File: config.mk
export PLATFORM = sky130hd
export DESIGN_NAME = bcd_multi_counter
export DESIGN_NICKNAME = d
export VERILOG_FILES = /design/src/rtl/bcd_cnt_pkg.sv /design/src/rtl/bcd_digit_cell.sv /design/src/rtl/bcd_multi_counter.sv
export SDC_FILE = /design/constraint.sdc
export NUM_CORES = 1
export LEC_CHECK = 0
export ABC_AREA = 0
export BUFFER_PORTS_ARGS = -buffer_cell sky130_fd_sc_hd__buf_4
export CAP_MARGIN = 20
export CORE_MARGIN = 4
export CORE_UTILIZATION = 40
export DETAILED_ROUTE_END_ITERATION = 8
export PLACE_DENSITY_LB_ADDON = 0.12
export SYNTH_ARGS = -nofsm -noshare
export SYNTH_HDL_FRONTEND = slang
export SYNTH_SLANG_ARGS = --single-unit
File: constraint.sdc
create_clock -name clk -period 1.2 [get_ports clk]
set_input_delay 0.06 -clock clk [delete_from_list [all_inputs] [get_ports clk]]
set_output_delay 0.06 -clock clk [all_outputs]
set_load 0.01 [all_outputs]
File: src/rtl/bcd_cnt_pkg.sv
// Shared constants and types for the BCD multi-digit counter.
// int_to_bcd turns an integer reset value into packed BCD at elaboration time.
package bcd_cnt_pkg;

   localparam logic [3:0] BCD_MAX = 4'd9;
   localparam logic [3:0] BCD_MIN = 4'd0;

   typedef enum logic {DOWN = 1'b0, UP = 1'b1} dir_e;
   typedef enum logic {SLOW = 1'b0, FAST = 1'b1} speed_e;

   function automatic logic [31:0] int_to_bcd(input int unsigned v);
      int unsigned r;
      logic [31:0] b;
      r = v;
      b = '0;
      for (int i = 0; i < 8; i++) begin
         b[4*i +: 4] = 4'(r % 10);
         r = r / 10;
      end
      return b;
   endfunction

endpackage

File: src/rtl/bcd_digit_cell.sv
// One BCD digit: registered value with inc/dec enables, carry/borrow out and a
// load that clamps non-decimal nibbles to 9.
module bcd_digit_cell
   import bcd_cnt_pkg::*;
#(
   parameter logic [3:0] RST_DIGIT = 4'd0
) (
   input  logic       clk,
   input  logic       rst_n,
   input  logic       inc_en,
   input  logic       dec_en,
   input  logic       load,
   input  logic [3:0] load_digit,
   output logic [3:0] digit,
   output logic [3:0] digit_next,
   output logic       carry_out,
   output logic       borrow_out,
   output logic       is_max,
   output logic       is_min
);

   logic [3:0] digit_q, digit_d;

   always_comb begin
      is_max     = (digit_q == BCD_MAX);
      is_min     = (digit_q == BCD_MIN);
      carry_out  = inc_en & is_max;
      borrow_out = dec_en & is_min;
      digit_d    = digit_q;
      if (load)        digit_d = (load_digit > BCD_MAX) ? BCD_MAX : load_digit;
      else if (inc_en) digit_d = is_max ? BCD_MIN : digit_q + 4'd1;
      else if (dec_en) digit_d = is_min ? BCD_MAX : digit_q - 4'd1;
   end

   always_ff @(posedge clk or negedge rst_n) begin
      if (!rst_n) digit_q <= RST_DIGIT;
      else        digit_q <= digit_d;
   end

   assign digit      = digit_q;
   assign digit_next = digit_d;

endmodule

File: src/rtl/bcd_multi_counter.sv
// Multi-digit BCD up/down counter with two prescaled speeds, wrap/saturate
// bounds, clamped parallel load and a 2-flop synchronised reset release.
module bcd_multi_counter
   import bcd_cnt_pkg::*;
#(
   parameter int NUM_DIGITS = 4,
   parameter int SLOW_DIV   = 100,
   parameter int FAST_DIV   = 10,
   parameter int RST_VALUE  = 1
) (
   input  logic                    clk,
   input  logic                    rst,
   input  logic                    inc_req,
   input  logic                    dec_req,
   input  logic                    fast_req,
   input  logic                    slow_req,
   input  logic                    run,
   input  logic                    wrap_mode,
   input  logic                    load,
   input  logic [4*NUM_DIGITS-1:0] load_value,
   output logic [4*NUM_DIGITS-1:0] value,
   output logic                    dir_up,
   output logic                    fast,
   output logic                    step,
   output logic                    wrapped,
   output logic                    at_bound
);

   localparam int              W            = 4 * NUM_DIGITS;
   localparam int              PW           = $clog2(SLOW_DIV);
   localparam logic [31:0]     RST_BCD_FULL = int_to_bcd(RST_VALUE);
   localparam logic [W-1:0]    RST_BCD      = RST_BCD_FULL[W-1:0];
   localparam logic            RST_AT_BOUND = (RST_VALUE == 10**NUM_DIGITS - 1);
   localparam logic [PW-1:0]   SLOW_LAST    = PW'(SLOW_DIV - 1);
   localparam logic [PW-1:0]   FAST_LAST    = PW'(FAST_DIV - 1);

   // Assertion is immediate; release reaches the state flops two edges later.
   logic [1:0] rst_sync_q, rst_sync_d;
   logic       rst_n_int;

   assign rst_sync_d = {rst_sync_q[0], 1'b1};

   always_ff @(posedge clk or negedge rst) begin
      if (!rst) rst_sync_q <= '0;
      else      rst_sync_q <= rst_sync_d;
   end

   assign rst_n_int = rst_sync_q[1];

   dir_e          dir_q, dir_d;
   speed_e        speed_q, speed_d;
   logic [PW-1:0] presc_q, presc_d, presc_last;
   logic          step_q, step_d, wrapped_q, wrapped_d, at_bound_q, at_bound_d;
   logic          tick, all_max, all_min, do_inc, do_dec;

   logic [NUM_DIGITS-1:0]      inc_en, dec_en, carry, borrow, is_max, is_min;
   logic [NUM_DIGITS-1:0][3:0] digit, digit_next;

   for (genvar i = 0; i < NUM_DIGITS; i++) begin : g_digit
      if (i == 0) begin : g_lsd
         assign inc_en[i] = do_inc;
         assign dec_en[i] = do_dec;
      end else begin : g_upper
         assign inc_en[i] = carry[i-1];
         assign dec_en[i] = borrow[i-1];
      end

      bcd_digit_cell #(.RST_DIGIT(RST_BCD[4*i +: 4])) u_digit (
         .clk        (clk),
         .rst_n      (rst_n_int),
         .inc_en     (inc_en[i]),
         .dec_en     (dec_en[i]),
         .load       (load),
         .load_digit (load_value[4*i +: 4]),
         .digit      (digit[i]),
         .digit_next (digit_next[i]),
         .carry_out  (carry[i]),
         .borrow_out (borrow[i]),
         .is_max     (is_max[i]),
         .is_min     (is_min[i])
      );
   end

   // Tick uses the speed and direction already in effect; new requests apply from the next period.
   assign presc_last = (speed_q == FAST) ? FAST_LAST : SLOW_LAST;
   assign tick       = run & (presc_q == presc_last);
   assign all_max    = &is_max;
   assign all_min    = &is_min;
   assign do_inc     = tick & ~load & (dir_q == UP)   & (~all_max | wrap_mode);
   assign do_dec     = tick & ~load & (dir_q == DOWN) & (~all_min | wrap_mode);
   assign step_d     = do_inc | do_dec;
   assign wrapped_d  = carry[NUM_DIGITS-1] | borrow[NUM_DIGITS-1];

   always_comb begin
      dir_d = dir_q;
      if (inc_req & ~dec_req)      dir_d = UP;
      else if (dec_req & ~inc_req) dir_d = DOWN;

      speed_d = speed_q;
      if (fast_req & ~slow_req)      speed_d = FAST;
      else if (slow_req & ~fast_req) speed_d = SLOW;

      presc_d = presc_q;
      if (load | (speed_d != speed_q)) presc_d = '0;
      else if (run)                    presc_d = tick ? '0 : presc_q + PW'(1);
   end

   always_comb begin
      at_bound_d = 1'b1;
      for (int i = 0; i < NUM_DIGITS; i++) begin
         if (dir_d == UP) at_bound_d = at_bound_d & (digit_next[i] == BCD_MAX);
         else             at_bound_d = at_bound_d & (digit_next[i] == BCD_MIN);
      end
   end

   always_ff @(posedge clk or negedge rst_n_int) begin
      if (!rst_n_int) begin
         dir_q      <= UP;
         speed_q    <= SLOW;
         presc_q    <= '0;
         step_q     <= 1'b0;
         wrapped_q  <= 1'b0;
         at_bound_q <= RST_AT_BOUND;
      end else begin
         dir_q      <= dir_d;
         speed_q    <= speed_d;
         presc_q    <= presc_d;
         step_q     <= step_d;
         wrapped_q  <= wrapped_d;
         at_bound_q <= at_bound_d;
      end
   end

   assign value    = digit;
   assign dir_up   = (dir_q == UP);
   assign fast     = (speed_q == FAST);
   assign step     = step_q;
   assign wrapped  = wrapped_q;
   assign at_bound = at_bound_q;

endmodule

---- After elaboration in Yosys (flattened, before gate mapping) ----
Index checks and enable logic that the tools add are counted.
operators by class
  add/sub/neg operators ................... 9
  $mul .................................... 0
  div/mod/pow operators ................... 0
  magnitude comparators ................... 4
  equal/unequal tests ..................... 10
  shifts and indexed selects .............. 0
  muxes and demuxes ....................... 36
  bitwise operators ....................... 37
  reduce and logical (&&, ||, !) cells .... 11
operators with widths
  kind                   count
  $mux W4                24
  $eq A4 B4 Y1 const B   8
  $logic_not A4 Y1       8
  $mux W7                4
  $and A1 B1 Y1          24
  $add A4 B1 Y4 const B  4
  $gt A4 B4 Y1 const B   4
  $sub A4 B1 Y4 const B  4
  $mux W1                8
  $not A1 Y1             8
  $reduce_and A4 Y1      2
  $add A7 B1 Y7 const B  1
  $eq A7 B7 Y1           1
  $or A1 B1 Y1           5
  $reduce_bool A2 Y1     1
  $ne A1 B1 Y1           1
storage, ports and cells
  bits in registers ....................... 30
  bits in latches ......................... 0
  memory bits (writable) .................. 0
  bits in read-only memories .............. 0
  input bits .............................. 25
  memories ................................ 0

---- Longest topological paths before layout ----
  depth after elaboration ................. 17
  mapped depth ............................ 10
  mapped depth without buffers ............ 8

---- Hierarchy ----
Synthesis repeated with hierarchy kept, for this count alone.
second synthesis, totals
  cells, all modules ...................... 262
  area, all modules ....................... 2487.4 sq um
by module, submodules not included
  module                                   instances  cells an instance  area an instance (sq um)  seq. area each (sq um)
  bcd_digit_cell (g_digit[1].u_digit ...)  3          46                 430.4                     100.1
  bcd_multi_counter                        1          78                 764.5                     351.6
  bcd_digit_cell (g_digit[0].u_digit)      1          46                 431.7                     101.3

---- Worst setup path after synthesis ----
OpenSTA, ideal clock, no wires.
  path kind ............................... register to register
  start point ............................. register g_digit[3].u_digit.digit_q[1]
  end point ............................... register at_bound_q, in the netlist at_bound
  setup time .............................. 0.111 ns
  arrival time ............................ 2.618 ns
  data required time ...................... 1.089 ns
  slack ................................... -1.529 ns
  cell stages (with the launch flop) ...... 10
  path buffers ............................ 1
  clock period less this slack ............ 2.729 ns
  cell sequence ........................... dfrtp_1 -> buf_6 -> or4_4 -> nor4_4 -> and4bb_1 -> xnor2_1 -> a31oi_1 -> nor4_1 -> nand3b_1 -> a2111oi_2
RTL lines
  item                      line                      RTL
  start: declaration        bcd_digit_cell.sv:22      logic [3:0] digit_q, digit_d;
  start signal: assignment  bcd_digit_cell.sv:37      else digit_q <= digit_d;
  end signal: assignment    bcd_multi_counter.sv:130  at_bound_q <= at_bound_d;
  end: declaration          bcd_multi_counter.sv:53   logic step_q, step_d, wrapped_q, wrapped_d, at_bound_q, at_bound_d;

==> impl_metrics.csv <==
group,metric,value,unit
die,ioPinCount,46,
die,row_count,28,
placement,gp_congestion,0.939,
hold_path,hold_class,"in -> async",
cts,max-clock-path-buffers,2,
timing,tightest_slew,508,ps
timing,timing.hold.ws,87.9,ps
cts,clock_latency,280,ps
timing,slew_headroom,65.8,%
synth,synth.area.mux_share,2.47,%
placement,port_buffers,45,
power_and_ir_drop,p_leak,0.00207,µW
drt,drt_drc_violations_left,0,
layout,fin_nets,508,
die,die_area,7540,µm²
drt,vias,3268,
power_and_ir_drop,p_int,2340,µW
synth,ys_seq_elements,30,
synth,async_flop_share,100,%
worst_setup_path,reg2regPathDepth,11,
worst_setup_path,reg2reg_from,"g_digit[2].u_digit.digit[3]",
drt,drt_iter0_drc,293,
synth,synthesis.nets,318,
cts,clock-sinks,30,
cts,root_buffer,"clkbuf_8",
synth,ys_warn_count,0,
worst_setup_path,r2r_setup_slack,-1670,ps
synth,synthSimpleGateAreaFrac,32.4,%
timing,finalClockSkew,4.11,ps
worst_setup_path,start_kind,"flop",
drt,wirelength,10.4,mm
run_status,status,"finished with violations",
power_and_ir_drop,swShare,33.1,%
worst_setup_path,max_stage_delay,600,ps
global_route,antenna_found_initial,0,
cts,htree_levels,2,
cts,cts_tree,"done",
synth,netlist_area,2490,µm²
global_route,grtUsageTotal,25.8,%
synth,synth_top_family_by_area,"simple AND/OR/NAND/NOR gates",
drt,first_pass_iters,5,
drt,antenna_left,0,
worst_setup_path,cp_slowest_cell,"or4_4",
cts,clk_pin_slew,70,ps
power_and_ir_drop,power_frac_comb,42.8,%
synth,yosys_most_used_dff,"dfrtp_1",
global_route,grt_overflow_total,0,
worst_setup_path,end_kind,"flop",
die,die_y,86.8,µm
timing,drv_slew,0,
worst_setup_path,timing.rr.end,"at_bound",
drt,wl_per_cell,18.6,µm
synth,synth-xor-area-share,2.47,%
layout,most-common-layout-cells,"161 x buf_4, 41 x buf_6, 28 x dfrtp_1",
power_and_ir_drop,switching_power,1160,µW
layout,drive_gt1_share,61.1,%
worst_setup_path,cp.arrival,3050,ps
power_and_ir_drop,pwr-share-clk,24.8,%
placement,placed_cells,508,
timing,min_period,2870,ps
layout,n_antenna_cell,0,
die,core_area,5990,µm²
synth,synth_compound_area_share,23.8,%
worst_setup_path,path_class,"reg -> reg",
worst_setup_path,crit_required,1370,ps
global_route,grt_pass1_vias,3118,
layout,syn2layout_area_growth,90.4,%
synth,netlist_instances,292,
timing,finalCritPeriodShare,240,%
timing,setup_viol,26,
synth,yosysSeqAreaShare,30.3,%
timing,fmaxAchievable,348,MHz
power_and_ir_drop,irDropWorstVdd,0.785,mV
run,cap_violations,0,
global_route,grt_first_pass_wirelength,15.3,mm
die,start_util,41.5,%
drt,via_per_inst,5.86,
timing,finalWorstSetupSlack,-1670,ps
layout,layout_commonest_cell,"buf_4",
worst_setup_path,cp_max_fo,3,
die,die_w,86.8,µm
worst_setup_path,cp_cell_sequence,"or4_4 > nor4_4 > buf_4 > buf_6 > buf_6 > a21oi_2 > mux2i_2 > a21oi_2 > nor4_4 > nand3b_1 > a2111oi_2",
synth,synth_enable_flop_cells,0,
layout,final_cells,558,
power_and_ir_drop,power.density,738,nW/µm²
power_and_ir_drop,seqPwrFrac,32.4,%
global_route,grt_start_max_net_pins,29,
synth,synth_area_per_cell,8.51,µm²
synth,synth_fa_ha_area_share,0.906,%
timing,final_hold_viol_count,0,
run_status,failed_checks,"setup timing",
timing,rsz0062_at_grt,"true",
cts,cts_inserted_buffers,5,
synth,synth_cell_types,69,
placement,dp_hpwl,6.72,mm
## Yosys cell counts (all sizes together) (4+ instances only)
master  number  area share, %
nor2        24            3.6
nor4         8            2.6
dfrtp       28             28
and3         5            1.3
a31oi        5            1.5
and4         9            3.2
nor2b        5            1.3
and4bb       6            3.0
nand2b       4            1.0
nor3         4           0.81
nand3b       6            1.8
nand4       12            3.0
buf         10            3.5
mux2i        5            2.0
clkbuf      11            1.7
o21ai       15            3.0
or4          4            1.6
a21o         5            1.5
nand2       17            2.6
xnor2        4            1.4
a21oi       13            2.6
inv         15            2.3
nand3       10            2.0
## per-stage QoR
stage | total power (µW) | instance area [µm²] | worst slack (ps) | TNS, ps | utilization (%)
2_1_floorplan | 1660 | 2540 | -1520 | -17170 | -
3_3_place_gp | 2260 | 3700 | -1560 | -19740 | 61.7
3_5_place_dp | 2280 | 3700 | -1640 | -20610 | 61.7
4_1_cts | 3270 | 4240 | -1550 | -19160 | 70.8
5_1_grt | 3650 | 4730 | -1820 | -24060 | 79.0
6_report | 3490 | 4730 | -1670 | -22040 | 79.0
## power groups by stage
stage	registers [µW]	logic (µW)	clock network (µW)
2_1_floorplan	1200	461	0
3_3_place_gp	1140	1120	0
3_5_place_dp	1140	1130	0
4_1_cts	1120	1270	884
5_1_grt	1140	1590	919
6_report	1130	1500	865
## worst max-delay path: cells and delay by family (launching register included)
family | cells | cell delay (ps)
compound gates | 3 | 540
buf+inv | 3 | 380
flops | 1 | 400
mux | 1 | 210
simple gates | 4 | 1220
## cells by family after synthesis
group	after synthesis
multiplexers	6
buffers and inverters	37
adder cells (fa/ha/maj)	2
other	1
flip-flops	30
XOR/XNOR	7
AND/OR/NAND/NOR	129
AO/OA/AOI/OAI	80
## layer usage
metal,part of all wire (%),GRT usage [%],up-vias
met1,41,33.1,1587
met4,3.5,10.8,0
met2,50,43.1,139
met5,0,0,-
met3,5.7,3.90,33
li1,-,-,1509
## worst max-delay path by stage
stage / start / end / slack [ps] / cells after the start
finish: g_digit[2].u_digit.digit[3] / at_bound / -1670 / 11
global route: g_digit[2].u_digit.digit[3] / at_bound / -1820 / 11
CTS: g_digit[2].u_digit.digit[1] / at_bound / -1550 / 10
detailed placement: g_digit[3].u_digit.digit[0] / at_bound / -1640 / 8
global placement: g_digit[3].u_digit.digit[0] / at_bound / -1560 / 8
floorplan: g_digit[3].u_digit.digit[1] / at_bound / -1520 / 9
## what timing repair did
item | 4_1_cts | 5_1_grt
pin swaps | 30 | 48
endpoints found under the hold margin | 2 | 0
gates cloned | 0 | 0
hold buffers | 1 | 0
setup buffers | 20 | 26
gates resized for setup | 62 | 76
endpoints found under the setup margin | 28 | 30
## layout make-up
cell class	count	area (µm²)
clock buffers	7	86.3
clock inverters	1	5.00
fillers	383	1260
inverters	16	60.1
multi-input cells	225	2040
flip-flops and latches	30	753
well taps	75	93.8
repair buffers	204	1700
## flip-flops by register name (all words and copies together) (netlist names)
signal and flops:
presc_q 7, g_digit.u_digit.digit 16, wrapped 1, fast 1, at_bound 1, step 1
rst_sync_q 2, dir_up 1
No activity file was read; power rests on OpenSTA's default activity.
